### src/rtl/decode_stage_pkg.sv
// Shared RV32I decode types: ALU/immediate selectors, opcode constants and the
// decoded control word passed from decode to execute.
package isa_shared;

   localparam int REG_W = 5;

   typedef enum logic [3:0] {
      ALU_NOP  = 4'd0,
      ALU_ADD  = 4'd1,
      ALU_SUB  = 4'd2,
      ALU_SLL  = 4'd3,
      ALU_SLT  = 4'd4,
      ALU_SLTU = 4'd5,
      ALU_XOR  = 4'd6,
      ALU_SRL  = 4'd7,
      ALU_SRA  = 4'd8,
      ALU_OR   = 4'd9,
      ALU_AND  = 4'd10
   } alu_op_t;

   typedef enum logic [2:0] {
      IMM_NOP   = 3'd0,
      IMM_I     = 3'd1,
      IMM_S     = 3'd2,
      IMM_SHAMT = 3'd3
   } imm_op_t;

   localparam logic [6:0] OPC_LOAD  = 7'b0000011;
   localparam logic [6:0] OPC_STORE = 7'b0100011;
   localparam logic [6:0] OPC_OPIMM = 7'b0010011;
   localparam logic [6:0] OPC_OP    = 7'b0110011;

   localparam logic [6:0] F7_BASE = 7'b0000000;
   localparam logic [6:0] F7_ALT  = 7'b0100000;

   localparam logic [1:0] MEM_BYTE = 2'd0;
   localparam logic [1:0] MEM_HALF = 2'd1;
   localparam logic [1:0] MEM_WORD = 2'd2;

   typedef struct packed {
      alu_op_t          alu_op;
      imm_op_t          imm_op;
      logic             mem_read;
      logic             mem_write;
      logic [1:0]       mem_size;
      logic             mem_unsigned;
      logic             reg_write;
      logic [REG_W-1:0] rs1;
      logic [REG_W-1:0] rs2;
      logic [REG_W-1:0] rd;
      logic             illegal;
   } decoded_t;

endpackage

### src/rtl/decode_stage_decode_comb.sv
// Purely combinational RV32I decoder for the load, store, OP-IMM and OP subsets;
// anything else comes out as an all-zero control word with illegal set.
module rv32i_decode_comb
   import isa_shared::*;
(
   input  logic [31:0] instr,
   output decoded_t    dec
);

   logic [6:0]       opcode;
   logic [2:0]       f3;
   logic [6:0]       f7;
   logic [REG_W-1:0] rs1, rs2, rd;
   logic             legal;

   assign opcode = instr[6:0];
   assign rd     = instr[11:7];
   assign f3     = instr[14:12];
   assign rs1    = instr[19:15];
   assign rs2    = instr[24:20];
   assign f7     = instr[31:25];

   always_comb begin
      // NOTE: every variable gets a default first so no path can infer a latch.
      dec   = '0;
      legal = 1'b0;
      case (opcode)
         OPC_LOAD: begin
            legal            = (f3 != 3'b011) && (f3 != 3'b110) && (f3 != 3'b111);
            dec.alu_op       = ALU_ADD;
            dec.imm_op       = IMM_I;
            dec.mem_read     = 1'b1;
            dec.mem_size     = f3[1:0];
            dec.mem_unsigned = f3[2];
            dec.reg_write    = 1'b1;
            dec.rs1          = rs1;
            dec.rd           = rd;
         end
         OPC_STORE: begin
            legal         = !f3[2] && (f3[1:0] != 2'b11);
            dec.alu_op    = ALU_ADD;
            dec.imm_op    = IMM_S;
            dec.mem_write = 1'b1;
            dec.mem_size  = f3[1:0];
            dec.rs1       = rs1;
            dec.rs2       = rs2;
         end
         OPC_OPIMM: begin
            legal         = 1'b1;
            dec.imm_op    = IMM_I;
            dec.reg_write = 1'b1;
            dec.rs1       = rs1;
            dec.rd        = rd;
            case (f3)
               3'b000:  dec.alu_op = ALU_ADD;
               3'b010:  dec.alu_op = ALU_SLT;
               3'b011:  dec.alu_op = ALU_SLTU;
               3'b100:  dec.alu_op = ALU_XOR;
               3'b110:  dec.alu_op = ALU_OR;
               3'b111:  dec.alu_op = ALU_AND;
               3'b001: begin
                  dec.alu_op = ALU_SLL;
                  dec.imm_op = IMM_SHAMT;
                  legal      = (f7 == F7_BASE);
               end
               default: begin
                  dec.alu_op = (f7 == F7_ALT) ? ALU_SRA : ALU_SRL;
                  dec.imm_op = IMM_SHAMT;
                  legal      = (f7 == F7_BASE) || (f7 == F7_ALT);
               end
            endcase
         end
         OPC_OP: begin
            dec.reg_write = 1'b1;
            dec.rs1       = rs1;
            dec.rs2       = rs2;
            dec.rd        = rd;
            if (f7 == F7_BASE) begin
               legal = 1'b1;
               case (f3)
                  3'b000:  dec.alu_op = ALU_ADD;
                  3'b001:  dec.alu_op = ALU_SLL;
                  3'b010:  dec.alu_op = ALU_SLT;
                  3'b011:  dec.alu_op = ALU_SLTU;
                  3'b100:  dec.alu_op = ALU_XOR;
                  3'b101:  dec.alu_op = ALU_SRL;
                  3'b110:  dec.alu_op = ALU_OR;
                  default: dec.alu_op = ALU_AND;
               endcase
            end else if (f7 == F7_ALT) begin
               legal      = (f3 == 3'b000) || (f3 == 3'b101);
               dec.alu_op = (f3 == 3'b101) ? ALU_SRA : ALU_SUB;
            end
         end
         default: legal = 1'b0;
      endcase

      if (!legal) begin
         dec         = '0;
         dec.illegal = 1'b1;
      end
      // x0 is hardwired, so a write to it is suppressed here rather than in execute.
      if (dec.rd == '0) dec.reg_write = 1'b0;
   end

endmodule

### src/rtl/decode_stage.sv
// Registered decode stage: decoder in front of a 2-entry skid buffer so that
// in_ready is a flop, plus a saturating counter of delivered illegal beats.
module decode_stage
   import isa_shared::*;
#(
   parameter int DATA_WIDTH     = 32,
   parameter int REG_ADDR_WIDTH = $clog2(DATA_WIDTH),
   parameter int CNT_WIDTH      = 16
) (
   input  logic                      clk,
   input  logic                      rst,
   input  logic                      flush,
   input  logic                      in_valid,
   output logic                      in_ready,
   input  logic [DATA_WIDTH-1:0]     in_instr,
   input  logic [DATA_WIDTH-1:0]     in_pc,
   output logic                      out_valid,
   input  logic                      out_ready,
   output logic [DATA_WIDTH-1:0]     out_pc,
   output logic [3:0]                out_alu_op,
   output logic [2:0]                out_imm_op,
   output logic                      out_mem_read,
   output logic                      out_mem_write,
   output logic [1:0]                out_mem_size,
   output logic                      out_mem_unsigned,
   output logic                      out_reg_write,
   output logic [REG_ADDR_WIDTH-1:0] out_rs1,
   output logic [REG_ADDR_WIDTH-1:0] out_rs2,
   output logic [REG_ADDR_WIDTH-1:0] out_rd,
   output logic                      out_illegal,
   output logic [CNT_WIDTH-1:0]      illegal_count
);

   typedef enum logic [1:0] {EMPTY, ONE, TWO} state_t;

   typedef struct packed {
      logic [DATA_WIDTH-1:0] pc;
      decoded_t              dec;
   } beat_t;

   state_t               state, state_next;
   beat_t                main_q, skid_q, in_beat;
   decoded_t             in_dec;
   logic                 out_valid_q, in_ready_q;
   logic [CNT_WIDTH-1:0] cnt_q;
   logic                 accept, deliver;

   rv32i_decode_comb u_decode (
      .instr (in_instr[31:0]),
      .dec   (in_dec)
   );

   assign in_beat = '{pc: in_pc, dec: in_dec};
   assign accept  = in_valid && in_ready_q;
   assign deliver = out_valid_q && out_ready;

   always_comb begin
      state_next = state;
      if (flush) begin
         state_next = EMPTY;
      end else begin
         case (state)
            EMPTY:   if (accept) state_next = ONE;
            ONE: begin
               if (accept && !deliver)      state_next = TWO;
               else if (deliver && !accept) state_next = EMPTY;
            end
            TWO:     if (deliver) state_next = ONE;
            default: state_next = EMPTY;
         endcase
      end
   end

   // Handshake flags are registered from the next state so both stay pure flops.
   always_ff @(posedge clk or posedge rst) begin
      if (rst) begin
         // NOTE: the payload registers are reset too, so outputs read as a clean NOP word.
         state       <= EMPTY;
         out_valid_q <= 1'b0;
         in_ready_q  <= 1'b1;
         main_q      <= '0;
         skid_q      <= '0;
         cnt_q       <= '0;
      end else begin
         // NOTE: sequential state uses non-blocking assignments only.
         state       <= state_next;
         out_valid_q <= (state_next != EMPTY);
         in_ready_q  <= (state_next != TWO);
         if (!flush) begin
            if (accept && (state == EMPTY || deliver)) main_q <= in_beat;
            else if (state == TWO && deliver)           main_q <= skid_q;
            if (accept && state == ONE && !deliver)     skid_q <= in_beat;
            if (deliver && main_q.dec.illegal && (cnt_q != '1))
               cnt_q <= cnt_q + 1'b1;
         end
      end
   end

   assign in_ready         = in_ready_q;
   assign out_valid        = out_valid_q;
   assign out_pc           = main_q.pc;
   assign out_alu_op       = main_q.dec.alu_op;
   assign out_imm_op       = main_q.dec.imm_op;
   assign out_mem_read     = main_q.dec.mem_read;
   assign out_mem_write    = main_q.dec.mem_write;
   assign out_mem_size     = main_q.dec.mem_size;
   assign out_mem_unsigned = main_q.dec.mem_unsigned;
   assign out_reg_write    = main_q.dec.reg_write;
   assign out_rs1          = main_q.dec.rs1;
   assign out_rs2          = main_q.dec.rs2;
   assign out_rd           = main_q.dec.rd;
   assign out_illegal      = main_q.dec.illegal;
   assign illegal_count    = cnt_q;

endmodule

### config.mk
export PLATFORM = sky130hd
export DESIGN_NAME = decode_stage
export DESIGN_NICKNAME = d
export VERILOG_FILES = /design/src/rtl/decode_stage_pkg.sv /design/src/rtl/decode_stage_decode_comb.sv /design/src/rtl/decode_stage.sv
export SDC_FILE = /design/constraint.sdc
export NUM_CORES = 1
export LEC_CHECK = 0
export ABC_AREA = 1
export CORE_ASPECT_RATIO = 0.5
export CORE_MARGIN = 2
export CORE_UTILIZATION = 50
export DETAILED_ROUTE_END_ITERATION = 10
export GPL_TIMING_DRIVEN = 0
export PLACE_DENSITY = 0.76
export SYNTH_ARGS = -nofsm -noshare
export SYNTH_HDL_FRONTEND = slang
export SYNTH_SLANG_ARGS = --single-unit
### constraint.sdc
create_clock -name clk -period 5.6 [get_ports clk]
set_input_delay 1.12 -clock clk [delete_from_list [all_inputs] [get_ports clk]]
set_output_delay 1.12 -clock clk [all_outputs]
set_load 0.02 [all_outputs]
# After elaboration in Yosys (flattened, before gate mapping)
# Cells that the tools add are included.
[classes]
add_sub_neg = 1
eq_ne = 20
mux = 31
bitwise = 1
reduce_logical = 33
[op_table]
columns = ["cell", "n"]
rows = [
  ["two-way mux 61 bit", 2],
  ["one-hot mux 4 bit (7 select lines)", 2],
  ["two-way mux 29 bit", 1],
  ["== test 7 x 6 -> 1 bit, second input constant", 3],
  ["adder 16 x 1 -> 16 bit, second input constant", 1],
  ["two-way mux 4 bit", 4],
  ["inequality test 16 bit, second input constant", 1],
  ["two-way mux 5 bit", 3],
  ["two-way mux 2 bit", 7],
  ["logical AND 1 bit", 13],
  ["== test 3 bit, second input constant", 4],
  ["one-hot mux 2 bit (3 select lines)", 2],
  ["one-hot mux 4 bit (3 select lines)", 1],
  ["== test 7 x 2 -> 1 bit, second input constant", 1],
  ["== test 7 x 5 -> 1 bit, second input constant", 1],
  ["logical NOT 7 bit", 1],
  ["two-way mux 1 bit", 7],
  ["== test 3 x 2 -> 1 bit, second input constant", 2],
  ["inequality test 3 bit, second input constant", 2],
  ["AND reduction 2 bit", 3],
  ["OR reduction 6 bit", 1],
  ["logical NOT 5 bit", 1],
  ["inequality test 2 bit, second input constant", 2],
  ["one-hot mux 1 bit (4 select lines)", 1],
  ["other kinds (14)", 20],
]
[word_totals]
register_bits = 142
inputBits = 69
out_inout_bits = 79
word_cells = 114

# Depth between registers and ports, before layout
# Gate-level depths: netlist (run 1).
[logic_depth]
word_depth = 9
mapped_depth = 13
ltp_nobuf = 11

# By module
# From an unflattened synthesis (run 1), not the netlist that was laid out.
[unflattened]
hier_cells = 1045
hier_area_um2 = 7482.2
[by_module_without_submodules]
columns = ["mod", "instances", "cells_each", "area_per_inst_um2", "seq_area_each_um2"]
rows = [
  ["decode_stage", 1, 883, 6633.9, 3554.7],
  ["rv32i_decode_comb", 1, 162, 848.3, 0.0],
]

# Least setup slack after synthesis (run 1)
# Ideal clock, no wire load.
[synth_path]
path_type = "in2reg"
from = "input in_instr[29]"
to = "register main_q (netlist bit out_illegal)"
setup_time_ps = 127
arrival_time_ps = 2100
required_time_ps = 5473
slack_ps = 3374
stages = 11
cell_sequence = "nor2_1 -> nand2_1 -> nor2_2 -> inv_2 -> nand2_1 -> nand2_1 -> nand3_4 -> buf_6 -> nand2_1 -> o211ai_1 -> o21ai_1"
[synth_via]
elab_chain_cells = 6
word_cells_on_any_way = 9
classes_between = "eq/ne (1); mux (6); reduce/logical (2)"
[synth_rtl]
columns = ["item", "line_no", "source"]
rows = [
  ["from (decl)", "decode_stage.sv:15", "input logic [DATA_WIDTH-1:0] in_instr,"],
  ["== test 7 x 6 -> 1 bit / logical NOT 7 bit (equally long branches)", "-", ""],
  ["logical OR 1 bit / two-way mux 1 bit (equally long branches)", "decode_stage_decode_comb.sv:69, decode_stage_decode_comb.sv:90", ""],
  ["one-hot mux 1 bit (2 select lines) / two-way mux 1 bit (equally long branches)", "decode_stage_decode_comb.sv:54, decode_stage_decode_comb.sv:78", ""],
  ["one-hot mux 1 bit (4 select lines) (*)", "decode_stage_decode_comb.sv:27", "case (opcode)"],
  ["two-way mux 29 bit (*)", "decode_stage_decode_comb.sv:98", "if (!legal) begin"],
  ["two-way mux 61 bit (*)", "decode_stage.sv:90", "if (accept && (state == EMPTY || deliver)) main_q <= in_beat;"],
  ["to (signal assigned)", "decode_stage.sv:90", ""],
  ["to (signal assigned)", "decode_stage.sv:91", "else if (state == TWO && deliver) main_q <= skid_q;"],
  ["to (decl)", "decode_stage.sv:42", "beat_t main_q, skid_q, in_beat;"],
]
# Mark *: on every way between the ends. The rest lies on a longest branch, timed or not.
# A chain may end at the register's enable or synchronous reset.

# Worst setup path after layout (run 1)
[layout_path]
from = "input in_valid"
to = "register skid_q[10] in the netlist's numbering"
[layout_via]
elab_chain_cells = 4
[layout_rtl]
columns = ["item", "line_no", "source"]
rows = [
  ["from (decl)", "decode_stage.sv:13", "input logic in_valid,"],
  ["logical AND 1 bit", "decode_stage.sv:54", "assign accept = in_valid && in_ready_q;"],
  ["logical AND 1 bit (2 in a row)", "decode_stage.sv:92", "if (accept && state == ONE && !deliver) skid_q <= in_beat;"],
  ["AND reduction 2 bit (no line)", "-", ""],
  ["to (signal assigned)", "decode_stage.sv:92", ""],
  ["to (decl)", "decode_stage.sv:42", ""],
]
# No other way between the ends.

==> results.md, run 1 <==
- Run status: complete, no violations
- Avg Vias per Cell: between 5 and 6
- Synth Area in Adders: less than 1%
- Row count: 29
- Worst setup margin: ~2800 ps
- Mux share of post-synthesis cell area: 0%
- Initial Util: between 50% and 60%
- Most frequent cells in the layout: 229 x nand2_1, 145 x clkdlybuf4s50_1, 139 x dfrtp_1, 107 x a21oi_1, 79 x nor2_1
- Synthesized Nets: 853
- Finished Cell Area: 8700 um2
- Antenna violation net count after detailed routing: 0
- Async set-reset flop share out of synthesis: between 90% and 100%
- Ys flop type: dfrtp_1
- CTS sink cnt: 140
- Max-slew violations: 0
- First-pass GRT wire length: just under 30 mm
- Worst-path clk slew: 60 ps
- Routed len/inst: approximately 16 um
- Area of the multi-input gates: 2570 um2
- Least-Margin Pin Slew: around 670 ps
- Minimum clock period: approximately 2800 ps
- Most used cell, CP: nand2_1
- Post-synthesis instance total: between 700 and 800
- WL met3: 1.41 mm
- Largest net degree at the start of global routing: 73
- Post-CTS Repair Setup Buffers: 0
- Leakage power: 3.99 nW
- Largest family of logic cells by synthesized area: simple AND/OR/NAND/NOR gates
- Largest area contributor in the synthesized netlist: dfrtp_1
- CTS Hold Bufs: 0
- CP Max Fanout: 10
- Most common cell after layout, fill and taps aside: nand2_1
- Post-DP Area: approximately 8100 um2
- Synth-to-layout area growth: 34.9%
- Root Buffer: clkbuf_16
- Slowest-stage cell, CP: clkdlybuf4s50_1
- Final hold vios: 0
- Initial antenna violation count: 0
- Max clock buf depth: 2
- WL final: 18.3 mm
- Filler Cells Inserted: 1032
- Core area: 12600 um2
- Final period util: about half
- # H-tree levels: 4
- Die X-Extent: roughly 160 um
- Critical path capture point type: flip-flop
- Gr usage total: between 20% and 30%
- Port bufs: 145
- Sequential standard cell area: roughly 3500 um2
- Endpoints failing setup: 0
- Startpoint Class: input pin
- Slew headroom: a little under three fifths
- Post-Synth XOR/XNOR Area: around 1.8%
- Critical setup path kind: input pin to flip-flop
- # DRC: 0
- Worst slack, placed: around 2500 ps
- Synth warn: 0
- Number of DRC markers in iteration 0: 561
- Synth Area in Compound Gates: between 10% and 20%
- Die ar.: roughly 14000 um2
- Post-CTS Resized: 0
- Mean post-synth cell area: a little over 8 um2
- # Max-Cap Violations: 0
- Nets: 1018
- Crit path DAT: a little over 3000 ps
- Crit path required time: around 6000 ps
- Post-synth top area share: 53.9%
- Clk_skew: ~16 ps
- Placed insts: 1099
- M1 wire length: 7.91 mm
- Worst-Skew Late Latency: 420 ps
- Register area share after synthesis: a little over half
- Worst Hold Class: flip-flop to flip-flop
- Unrepaired setup endpoints after global routing: false
- Highest routed layer: met4
- Synth Area in Simple Gates: between 20% and 30%
- Final GP Congestion: approximately 0.88
- Ant diodes: 0
- Mapped Area: between 6000 and 7000 um2
- FF+latch count, synth: 140
- Vias in the first global route: ~6000
- Die H: roughly 84 um
- Vias: 6141
- Pwr dens: just under 500 nW/um2
- CP Cell Sequence: clkdlybuf4s50_1 > nand2_1 > inv_1 > nand2_1 > nor2_2 > inv_1 > clkbuf_1 > nand2_1 > o21ai_0
- Proportion of layout cells with a drive suffix above 1: a little under 9%
- Dpl hpwl: 12.8 mm
- VDD IR max: between 0.2 and 0.25 mV
- CTS Buf Count: 17
- Routed wl met2: 8.83 mm
- Synth top area cells: dfrtp_1 54%, nand2_1 13%, a21oi_1 8.3%
- Pre-antenna DRT Iters: 6
- CP max stage delay: 460 ps
- Setup TNS: 0 ps
- FMAX: 360 MHz
- Global route overflow: 0
- TritonCTS clock tree: built
- Synth cell types: 36
- Post-layout instance count excluding filler cells: between 1000 and 1500
- Num ports: 148
- EDFF count, synth: 0
- Post-layout util: between 60% and 70%
flip-flops by register name, summed over array words and instances (netlist names):
signal / count
out_imm_op: 2
out_valid: 1
out_pc: 32
illegal_count: 16
out_mem_read: 1
out_rd: 5
out_alu_op: 4
out_illegal: 1
out_rs1: 5
out_mem_unsigned: 1
skid_q: 60
state: 2
out_mem_write: 1
in_ready: 1
out_reg_write: 1
out_rs2: 5
out_mem_size: 2
cells in the mapped netlist (all sizes together), types with 2 or more instances:
library cell and count:
o21ai 44, nand3 36, a21oi 108, nor3 8, o31ai 2, clkbuf 18
nand4 11, xnor2 6, buf 23, inv 46, dfrtp 139, nand3b 2
xor2 7, o211ai 4, nor2 86, nor4 3, nand2 234
path summary, 6_finish.rpt:
path | start | endpoint | slack (ps) | depth (start not counted)
worst max register to register | in_ready | skid_q[10] | 3460 | 8
max in group asynchronous | rst | in_ready | 3610 | 3
worst max-delay path | in_valid | skid_q[10] | 2820 | 9
min in group asynchronous | rst | skid_q[1] | 1180 | 2
worst min-delay path | skid_q[58] | skid_q[58] | 470 | 2
worst min register to register | skid_q[58] | skid_q[58] | 470 | 2
layer usage:
metal	track usage, %	vias up
met5	0	-
met4	5.61	0
met3	6.37	16
met2	45.1	237
met1	38.3	3007
li1	-	2881
per-stage QoR:
| stage | total power, W | hold WS [ps] |
|---|---|---|
| after floorplan | 0.00245 | 442 |
| after global placement | 0.00317 | 453 |
| after detailed placement | 0.00322 | 459 |
| after CTS | 0.00429 | 475 |
| after global routing | 0.00452 | 486 |
| final | 0.00428 | 474 |
final cells by class:
| class | instances | area share, % |
|---|---|---|
| Sequential cell | 140 | 40.3 |
| Multi-Input combinational cell | 556 | 29.5 |
| Timing Repair Buffer | 146 | 17.0 |
| Clock buffer | 18 | 4.93 |
| Tap cell | 170 | 2.44 |
| Buffer | 41 | 2.36 |
| Inverter | 46 | 2.04 |
| Clock inverter | 14 | 1.44 |
critical path, delay by kind of cell:
kind            cells  cell delay, ps
simple gates        4             760
compound gates      1             120
buf+inv             4            1040
power breakdown:
part / switching (W) / internal [W] / total, W
Sequential: 0.000208 / 0.00137 / 0.00158
Clock: 0.000486 / 0.000584 / 0.00107
Combinational: 0.000950 / 0.000681 / 0.00163
logic make-up after synthesis:
| group | after synthesis |
|---|---|
| flops | 140 |
| simple gates | 380 |
| buf+inv | 87 |
| fa+ha+maj | 1 |
| other cells | 1 |
| xor+xnor | 13 |
| compound gates | 161 |
No activity file was read; power rests on OpenSTA's default activity.
==> run 2: changes to the inputs <==
CORE_UTILIZATION = 46   (was 50)
PLACE_DENSITY = 0.73   (was 0.76)
clock period = 2.3 ns   (was 5.6 ns; I/O delays follow)
==> run 2 against run 1 <==
Combinational power rose by 150%. Largest power group unchanged. Sequential power rose by 140%. Critical path type is now flip-flop to flip-flop. Design area rose by 1.1%.
==> results.md, run 2 (synthesized netlist as in run 1, its figures left out) <==
- Startpoint Class: flip-flop
- Routed len/inst: around 16 um
- Least-Margin Pin Slew: between 800 and 900 ps
- First-pass GRT wire length: about 30 mm
- Hold Crit Depth: 3
- Vias: ~6100
- CP Max Fanout: 10
- Crit path DAT: approximately 2400 ps
- Final period util: 92.2%
- Critical path capture point type: flip-flop
- Die H: ~88 um
- R2R setup slack: 180 ps
- Worst Hold Class: input pin to flip-flop
- Largest net degree at the start of global routing: 42
- Vias in the first global route: roughly 6000
- Run status: complete, no violations
- Largest register FFs: 60
- Post-CTS Resized: 0
- Most used cell, CP: nand2_1
- Minimum clock period: 2120 ps
- Worst r2r src: in_ready
- Proportion of layout cells with a drive suffix above 1: around 8.9%
- Setup TNS: 0 ps
- Pwr dens: approximately 1200 nW/um2
- Leakage power: around 4 nW
- Final GP Congestion: slightly below 0.9
- Synth-to-layout area growth: 36.4%
- Max clock buf depth: 2
- Clk_skew: 8.50 ps
- Port bufs: roughly 150
- Final hold vios: 0
- Worst-path clk slew: roughly 60 ps
- Endpoints failing setup: 0
- Antenna violation net count after detailed routing: 0
- Post-CTS Repair Setup Buffers: 0
- Pre-antenna DRT Iters: 5
- HP Start: in_instr[12]
- Slew headroom: 41.1%
- Dpl hpwl: roughly 13 mm
- Num ports: about 150
- TritonCTS clock tree: built
- Core area: roughly 14000 um2
- Filler Cells Inserted: around 1100
- CTS Buf Count: 17
- Number of DRC markers in iteration 0: between 500 and 600
- Initial Util: 47.3%
- Root Buffer: clkbuf_16
- CP max stage delay: about 520 ps
- Buffers & Inverters on Critical Path: 4
- CTS sink cnt: 140
- WHS: 418 ps
- CP Cell Sequence: nand2_1 > inv_1 > nand2_1 > nor2_2 > inv_1 > buf_2 > buf_2 > nand2_1 > nand2_1
- Reg2reg path depth: 9
- Slowest-stage cell, CP: dfstp_2
- Crit path required time: about 2600 ps
- Avg Vias per Cell: around 5.3
- # H-tree levels: 4
- Nets: around 1000
- CP top delay family: simple AND/OR/NAND/NOR gates
- Most frequent cells in the layout: 229 x nand2_1, 145 x clkdlybuf4s50_1, 139 x dfrtp_1, 107 x a21oi_1, 79 x nor2_1
- Die ar.: between 15000 and 20000 um2
- WL final: 18.1 mm
- # DRC: 0
- Initial antenna violation count: 0
- Largest reg by FF count: skid_q
- Gr usage total: about 25%
- Die X-Extent: about 170 um
- Most common cell after layout, fill and taps aside: nand2_1
- Max-slew violations: 0
- Critical setup path kind: flip-flop to flip-flop
- # Max-Cap Violations: 0
- Global route overflow: 0
- Ant diodes: 0
- Unrepaired setup endpoints after global routing: false
- Worst r2r dst: skid_q[41]
- VDD IR max: 0.557 mV
- Worst-Skew Late Latency: between 400 and 500 ps
- FMAX: around 470 MHz
- Row count: 30
- CTS Hold Bufs: 0
- Hold path endpoint: out_mem_size[0]
-- run 2: changes by cell type in the layout (fill, tap and decap cells not counted) --
| cell | before | now |
|---|---|---|
| inv_8 | 2 | 1 |
| clkbuf_1 | 19 | 18 |
| buf_16 | 1 | 0 |
| bufinv_16 | 0 | 3 |
| clkinv_2 | 0 | 2 |
| buf_12 | 0 | 3 |
| clkinv_4 | 4 | 2 |
| inv_6 | 7 | 2 |
| clkinvlp_4 | 2 | 4 |
-- run 2: per-layer routing --
layer,vias up,share of wire (%),track usage [%]
met5,-,0,0
met4,0,1.6,8.47
met3,34,7.8,5.20
met2,227,48,41.9
met1,2974,42,34.2
li1,2880,-,-
-- run 2: area by class of cell --
cell class                 instances  area (um2)  area share (%)
clock buffer                      17         425            4.83
multi-input combinational        556        2570            29.2
inverter                          46         176            2.00
tap                              192         240            2.73
clock inverter                    13         169            1.92
buffer                            41         205            2.33
timing repair buffer             148        1510            17.2
sequential                       140        3500            39.8
-- run 2: worst max path at each step --
stage | slack [ps] | end | depth (start not counted) | start
final | 180 | skid_q[41] | 9 | in_ready
after global routing | 40 | skid_q[35] | 9 | in_ready
after CTS | 210 | skid_q[41] | 9 | in_ready
after detailed placement | -180 | skid_q[40] | 10 | in_valid
after global placement | -1180 | out_pc[22] | 2 | rst
after floorplan | 90 | illegal_count[0] | 1 | rst
-- run 2: per-stage QoR --
stage	std cells	total power, W	area (um2)	worst slack, ps	util [%]
2_1_floorplan	783	0.00597	6450	91.7	-
3_3_place_gp	1120	0.00773	8150	-1180	59.8
5_1_grt	1153	0.0113	8800	43.3	64.6
3_5_place_dp	1123	0.00784	8210	-180	60.2
4_1_cts	1153	0.0107	8800	214	64.6
6_report	1153	0.0106	8800	179	64.6
-- run 2: worst register-to-register path: stages, from the launching register on --
cell and delay (ps):
dfstp_2 520, nand2_1 70, inv_1 90, nand2_1 70, nor2_2 480, inv_1 170
buf_2 250, buf_2 230, nand2_1 80, nand2_1 50
-- run 2: report_power, final --
group | switching (W) | internal (W)
logic | 0.00234 | 0.00166
clock network | 0.00109 | 0.00171
registers | 0.000496 | 0.00334
==> run 3: changes to the inputs <==
==> constraint.sdc (replaced) <==
create_clock -name clk -period 2.3 [get_ports clk]
set_input_delay 0.46 -clock clk [delete_from_list [all_inputs] [get_ports clk]]
set_output_delay 0.46 -clock clk [all_outputs]
set_load 0.01 [all_outputs]
==> results of run 3 <==
The final DEF is identical to that of run 2. Status: complete, no violations.
Main changes from that run: total power 0.0106 W -> 0.0102 W; worst IR drop on VDD 0.557 mV -> 0.523 mV
